File: config.mk
export PLATFORM = sky130hd
export DESIGN_NAME = keypad_scanner
export DESIGN_NICKNAME = d
export VERILOG_FILES = /design/src/rtl/keypad_pkg.sv /design/src/rtl/keypad_tick_gen.sv /design/src/rtl/keypad_scanner.sv
export SDC_FILE = /design/constraint.sdc
export NUM_CORES = 1
export LEC_CHECK = 0
export CORE_MARGIN = 2
export CORE_UTILIZATION = 59
export DETAILED_ROUTE_END_ITERATION = 16
export GPL_ROUTABILITY_DRIVEN = 0
export PLACE_DENSITY = 0.76
export SETUP_SLACK_MARGIN = 0.5
export SKIP_CTS_REPAIR_TIMING = 1
export SLEW_MARGIN = 10
export SYNTH_ARGS = -nofsm -noshare
export SYNTH_HDL_FRONTEND = slang
export SYNTH_SLANG_ARGS = --single-unit
File: constraint.sdc
create_clock -name CLK -period 3.3 [get_ports CLK]
set_clock_uncertainty 0.1 [all_clocks]
set_input_delay 0.66 -clock CLK [delete_from_list [all_inputs] [get_ports CLK]]
set_output_delay 0.66 -clock CLK [all_outputs]
set_load 0.05 [all_outputs]
File: src/rtl/keypad_pkg.sv
// keypad_pkg
// Shared definitions for the keypad scanner and the downstream keymap logic:
// scanner state encoding, default code width and the default raw-index to
// key-value table for a 4x4 pad.
package keypad_pkg;

  typedef enum logic [1:0] {
    SCAN     = 2'd0,
    DEBOUNCE = 2'd1,
    HELD     = 2'd2,
    RELEASE  = 2'd3
  } kp_state_t;

  // Raw key code width for the default 4x4 matrix.
  localparam int KEY_CODE_W = 4;

  // Tick counters are 8 bits and saturate.
  localparam int TICK_CNT_W = 8;

  // Default keymap: raw index (row*4 + col) -> ASCII legend.
  localparam logic [7:0] KEYMAP [16] = '{
    "1", "2", "3", "A",
    "4", "5", "6", "B",
    "7", "8", "9", "C",
    "*", "0", "#", "D"
  };

endpackage

File: src/rtl/keypad_tick_gen.sv
// keypad_tick_gen
// Free-running divider producing a one-cycle tick every 2^DIV_W clocks.
// Ports:
//   CLK    in   system clock
//   RESET  in   asynchronous active-low reset (divider returns to 0)
//   tick   out  one-CLK pulse on the cycle the divider wraps
module keypad_tick_gen #(
  parameter int DIV_W = 15
) (
  input  logic CLK,
  input  logic RESET,
  output logic tick
);

  logic [DIV_W-1:0] div_cnt;

  always_ff @(posedge CLK or negedge RESET) begin
    if (!RESET) begin
      div_cnt <= '0;
    end else begin
      div_cnt <= div_cnt + DIV_W'(1);
    end
  end

  // All ones means the next edge wraps the divider.
  assign tick = &div_cnt;

endmodule

File: src/rtl/keypad_scanner.sv
// keypad_scanner
// Matrix keypad scanner with press/release debounce, optional auto-repeat
// and a valid/ready event output.
// Ports:
//   CLK         in   system clock
//   RESET       in   asynchronous active-low reset
//   COLUMN      in   column sense, active-low
//   ROW         out  row strobe, one-hot active-low
//   KEY_CODE    out  raw key index row*NCOL + col
//   KEY_REPEAT  out  1 = auto-repeat event, 0 = initial press
//   KEY_VALID   out  event pending
//   KEY_READY   in   consumer takes the event when KEY_VALID & KEY_READY
//   KEY_HELD    out  a debounced key is down
//   OVERRUN     out  sticky: an event was dropped under backpressure
//
// state    | meaning
// SCAN     | walking the matrix one position per tick, looking for a closure
// DEBOUNCE | closure seen, counting consecutive low samples
// HELD     | press accepted, counting toward the next auto-repeat
// RELEASE  | column went high, counting consecutive high samples
//
// COLUMN passes through a two-flop synchronizer; with DIV_W >= 2 it still
// settles well inside the one-tick window between setting a position and
// sampling it.
module keypad_scanner
  import keypad_pkg::*;
#(
  parameter int NROW         = 4,
  parameter int NCOL         = 4,
  parameter int DIV_W        = 15,
  parameter int DEBOUNCE_N   = 13,
  parameter int REPEAT_EN    = 1,
  parameter int REPEAT_DELAY = 32,
  parameter int REPEAT_RATE  = 8
) (
  input  logic                            CLK,
  input  logic                            RESET,
  input  logic [NCOL-1:0]                 COLUMN,
  output logic [NROW-1:0]                 ROW,
  output logic [$clog2(NROW*NCOL)-1:0]    KEY_CODE,
  output logic                            KEY_REPEAT,
  output logic                            KEY_VALID,
  input  logic                            KEY_READY,
  output logic                            KEY_HELD,
  output logic                            OVERRUN
);

  localparam int ROW_W  = $clog2(NROW);
  localparam int COL_W  = $clog2(NCOL);
  localparam int CODE_W = $clog2(NROW*NCOL);

  localparam logic [ROW_W-1:0]      ROW_LAST = ROW_W'(NROW - 1);
  localparam logic [COL_W-1:0]      COL_LAST = COL_W'(NCOL - 1);
  localparam logic [TICK_CNT_W-1:0] DEB_N    = TICK_CNT_W'(DEBOUNCE_N);
  localparam logic [TICK_CNT_W-1:0] REP_DLY  = TICK_CNT_W'(REPEAT_DELAY);
  localparam logic [TICK_CNT_W-1:0] REP_RATE = TICK_CNT_W'(REPEAT_RATE);
  localparam logic [TICK_CNT_W-1:0] CNT_MAX  = '1;

  logic                  tick;
  logic [NCOL-1:0]       col_meta, col_sync;
  kp_state_t             state;
  logic [TICK_CNT_W-1:0] cnt, cnt_inc, rep_target;
  logic                  rep_first;
  logic [ROW_W-1:0]      row_cnt, row_adv;
  logic [COL_W-1:0]      col_cnt, col_adv;
  logic                  key_low;
  logic [CODE_W-1:0]     pos_code, ev_code;
  logic                  ev_pulse, ev_repeat;

  function automatic logic [NROW-1:0] row_strobe(input logic [ROW_W-1:0] r);
    logic [NROW-1:0] one_hot;
    one_hot    = '0;
    one_hot[r] = 1'b1;
    return ~one_hot;
  endfunction

  keypad_tick_gen #(.DIV_W(DIV_W)) u_tick_gen (
    .CLK   (CLK),
    .RESET (RESET),
    .tick  (tick)
  );

  always_ff @(posedge CLK or negedge RESET) begin
    if (!RESET) begin
      col_meta <= '1;
      col_sync <= '1;
    end else begin
      col_meta <= COLUMN;
      col_sync <= col_meta;
    end
  end

  assign key_low    = ~col_sync[col_cnt];
  assign cnt_inc    = (cnt == CNT_MAX) ? cnt : cnt + TICK_CNT_W'(1);
  assign rep_target = rep_first ? REP_DLY : REP_RATE;
  assign pos_code   = CODE_W'(int'(row_cnt) * NCOL + int'(col_cnt));

  // Next scan position: column first, carry into row.
  always_comb begin
    col_adv = col_cnt + COL_W'(1);
    row_adv = row_cnt;
    if (col_cnt == COL_LAST) begin
      col_adv = '0;
      row_adv = (row_cnt == ROW_LAST) ? '0 : row_cnt + ROW_W'(1);
    end
  end

  always_ff @(posedge CLK or negedge RESET) begin
    if (!RESET) begin
      state     <= SCAN;
      cnt       <= '0;
      rep_first <= 1'b1;
      row_cnt   <= '0;
      col_cnt   <= '0;
      ROW       <= row_strobe('0);
      KEY_HELD  <= 1'b0;
      ev_pulse  <= 1'b0;
      ev_repeat <= 1'b0;
      ev_code   <= '0;
    end else begin
      ev_pulse <= 1'b0;
      if (tick) begin
        unique case (state)
          SCAN: begin
            if (key_low && DEB_N <= TICK_CNT_W'(1)) begin
              state     <= HELD;
              KEY_HELD  <= 1'b1;
              cnt       <= '0;
              rep_first <= 1'b1;
              ev_pulse  <= 1'b1;
              ev_repeat <= 1'b0;
              ev_code   <= pos_code;
            end else if (key_low) begin
              state <= DEBOUNCE;
              cnt   <= TICK_CNT_W'(1);
            end else begin
              row_cnt <= row_adv;
              col_cnt <= col_adv;
              ROW     <= row_strobe(row_adv);
            end
          end
          DEBOUNCE: begin
            if (key_low && cnt_inc >= DEB_N) begin
              state     <= HELD;
              KEY_HELD  <= 1'b1;
              cnt       <= '0;
              rep_first <= 1'b1;
              ev_pulse  <= 1'b1;
              ev_repeat <= 1'b0;
              ev_code   <= pos_code;
            end else if (key_low) begin
              cnt <= cnt_inc;
            end else begin
              state   <= SCAN;
              cnt     <= '0;
              row_cnt <= row_adv;
              col_cnt <= col_adv;
              ROW     <= row_strobe(row_adv);
            end
          end
          HELD: begin
            if (key_low) begin
              if (REPEAT_EN != 0 && cnt_inc == rep_target) begin
                cnt       <= '0;
                rep_first <= 1'b0;
                ev_pulse  <= 1'b1;
                ev_repeat <= 1'b1;
                ev_code   <= pos_code;
              end else begin
                cnt <= cnt_inc;
              end
            end else if (DEB_N <= TICK_CNT_W'(1)) begin
              // Single-sample release: no RELEASE dwell needed.
              state    <= SCAN;
              KEY_HELD <= 1'b0;
              cnt      <= '0;
              row_cnt  <= row_adv;
              col_cnt  <= col_adv;
              ROW      <= row_strobe(row_adv);
            end else begin
              state <= RELEASE;
              cnt   <= TICK_CNT_W'(1);
            end
          end
          RELEASE: begin
            if (!key_low && cnt_inc >= DEB_N) begin
              state    <= SCAN;
              KEY_HELD <= 1'b0;
              cnt      <= '0;
              row_cnt  <= row_adv;
              col_cnt  <= col_adv;
              ROW      <= row_strobe(row_adv);
            end else if (!key_low) begin
              cnt <= cnt_inc;
            end else begin
              // Release bounce: resume holding on the repeat-rate cadence.
              state     <= HELD;
              cnt       <= '0;
              rep_first <= 1'b0;
            end
          end
          default: state <= SCAN;
        endcase
      end
    end
  end

  // Output handshake runs every clock; a new event wins over a same-cycle
  // acceptance, and is dropped only when the old one is still unaccepted.
  always_ff @(posedge CLK or negedge RESET) begin
    if (!RESET) begin
      KEY_VALID  <= 1'b0;
      KEY_CODE   <= '0;
      KEY_REPEAT <= 1'b0;
      OVERRUN    <= 1'b0;
    end else if (ev_pulse) begin
      if (KEY_VALID && !KEY_READY) begin
        OVERRUN <= 1'b1;
      end else begin
        KEY_VALID  <= 1'b1;
        KEY_CODE   <= ev_code;
        KEY_REPEAT <= ev_repeat;
      end
    end else if (KEY_VALID && KEY_READY) begin
      KEY_VALID <= 1'b0;
    end
  end

endmodule

==> metrics <==
final instance area=3470 um^2; area delta synth->final=13.1%; vias per inst=6.11; post-synthesis cell type count=62; post-synthesis xor/xnor area fraction=0.0400; clock-pin slew on the worst setup and hold paths=0.11 ns; WL/cell=15.8 um; power density over the cells=340 nW/um^2; Synth top area share=0.359; global-route wire length before repair=9960 um; post-synthesis compound-gate area fraction=0.159; commonest cells after routing, fill and taps aside=dfrtp_1 (42), nand2_1 (21), clkdlybuf4s50_1 (17); number of global-route vias before repair=2117; PortBufs=18; CTS tree=done; Pleak=1.49 nW; Critical Path RT=3.39 ns; number of fill cells in the layout=416; Avg Inst Size Synth=10.8 um^2; Post-route DRC=0; synth warn=0; area leader, netlist=dfrtp_1; largest cells by area after synthesis=dfrtp_1 (36%), dfstp_2 (10%), ha_1 (3.7%); Critical Path Source Type=register; CTS Sinks=56; clk_lat worst skew=0.31 ns; mux cell area share after synthesis=0.0865; combinational family with the most area after synthesis=simple AND/OR/NAND/NOR gates; Setup crit end kind=register; delay-heaviest family, CP=simple AND/OR/NAND/NOR gates; Worst path max stage delay=0.45 ns; Post-synth EDFFs=0; initial core utilization=0.605; Synth Register Bits=56; final antenna-violating net count=0; status=finished clean; crit-path cells=ha_2 -> and3_1 -> or4_1 -> o31a_1 -> or2_4 -> a32o_2 -> buf_12 -> mux2_4; worst rel slew slack=0.311; final hold vios=0; crit share post-route=0.845; CTS root buffer=clkbuf_8; commonest non-fill, non-tap cell in the layout=dfrtp_1; Mapped Nets=299; Via Count=2280; Synth Area in Simple Gates=0.172; CP Max Fanout=7; fin. max-slew vios=0; 1st-pass router iterations=4; row cnt=26; final hold slack=0.261 ns; die area=5790 um^2; total wire length=5890 um; Hold Crit Class=reg2reg; Num CTS Buffers=5; placed cell areas=3260 um^2; fmax=0.358 GHz; VDD IR max=0.307 mV; TNS Setup=0 ns; # diodes=0; largest net degree at the start of global routing=49; CTS H-tree lvls=2; Die H=76.1 um; hpwl dp=4130 um; synthesized netlist cell count=283; CTS max path bufs=2; crit path buf inv count=1; first-iteration detailed-routing DRC count=118; chip width=76.1 um; Tightest Pin Transition=1.03 ns; Core Box Area=5070 um^2; ys async rst share=1.00; Post-Synth Adder-Cell Area=0.0367; mapped cell area=3070 um^2; global route overflow=0; Max Cap Viol=0; prevailing post-synth register cell=dfrtp_1; gr usage total=0.210; Critical Path Slowest Stage Cell=dfrtp_2; post-synthesis sequential area ratio=0.462; min Tclk post-route=2.79 ns; layout cells sized above 1=0.205; RSZ-0062 raised after global routing=false; critical path class=reg2reg; initial antenna violation count=0; number of I/O pins=19; Critical Path AT=2.88 ns; fin nets=318; Setup-failing EPs final=0
power by group:
group,switching [mW],total [mW],leakage (nW),internal [mW]
clock network,0.228,0.458,0.0600,0.230
logic,0.0174,0.0265,0.705,0.00913
registers,0.00127,0.696,0.723,0.695
sequential cells by signal (all words and copies together), names as in the netlist, 4 cells and up:
signal              count
u_tick_gen.div_cnt     15
cnt                     8
KEY_CODE                4
ROW                     4
col_meta                4
col_sync                4
ev_code                 4
cells by family after synthesis:
| group | after synthesis |
|---|---|
| and+or+nand+nor | 97 |
| AOI/OAI and AO/OA | 59 |
| DFF | 56 |
| buffers and inverters | 27 |
| muxes | 21 |
| xor gates and xnor gates | 14 |
| adders and majority gates | 9 |
synth_stat cells, types with 2 or more instances:
cell type and n:
o21ai_0 4, dfstp_2 12, and2_1 5, o22ai_1 2
nand4_1 10, xnor2_1 10, mux2_1 2, o31a_1 2
o211ai_1 4, nand2_1 21, nor4b_1 2, ha_1 9
a211oi_1 3, nor4_1 2, nor3_1 7, a32o_1 3
o21bai_1 3, buf_6 3, dfrtp_1 44, nor2_1 14
buf_4 2, mux2_4 6, and4_1 4, nand2b_1 4
nor3b_1 2, xor2_1 4, a31oi_1 4, inv_1 11
o31ai_1 6, mux2i_1 4, o21a_1 2, buf_2 4
mux2_2 8, and3_1 12, a21oi_1 9, a21boi_0 2
clkbuf_1 5, nand3_1 8
worst paths after layout:
kind                             startpoint     endpoint  slack, ns  depth (start not counted)
worst max-delay path                 cnt[0]   col_cnt[1]       0.51                          8
min in group asynchronous             RESET       cnt[6]       0.42                          1
worst max register to register       cnt[0]   col_cnt[1]       0.51                          8
worst min register to register  col_meta[2]  col_sync[2]       0.26                          0
worst min-delay path            col_meta[2]  col_sync[2]       0.26                          0
max in group asynchronous             RESET       ROW[3]       1.91                          2
worst reg2reg max path: stages (launching register included):
cell     delay (ns)
dfrtp_2        0.45
ha_2           0.23
and3_1         0.20
or4_1          0.45
o31a_1         0.24
or2_4          0.32
a32o_2         0.26
buf_12         0.14
mux2_4         0.29
metrics by stage:
step                power [mW]  instances  setup WS [ns]  utilization
floorplan                0.714        283          0.716            -
global placement         0.736        359          0.392        0.643
detailed placement       0.737        359          0.264        0.643
CTS                       1.19        367          0.244        0.665
global route              1.23        373          0.463        0.684
finish                    1.18        373          0.511        0.684
cell type report:
cell class              instances  area [um^2]  area share
multi-input cells             200         1550       0.446
clock buffers                   5         68.8      0.0198
well taps                      70         87.6      0.0252
flip-flops and latches         56         1420       0.409
inverters                      12         45.0      0.0130
repair buffers                 27          255      0.0736
clock inverters                 3         46.3      0.0133
routing by layer:
layer | wire length (um) | share of wire | GRT usage | vias to the layer above
met1 | 2740 | 0.47 | 0.308 | 1125
met3 | 280 | 0.048 | 0.0391 | 4
met5 | 0 | 0 | 0 | -
met2 | 2830 | 0.48 | 0.329 | 68
li1 | - | - | - | 1083
met4 | 34 | 0.0058 | 0.0491 | 0
No activity file was read; power rests on OpenSTA's default activity.
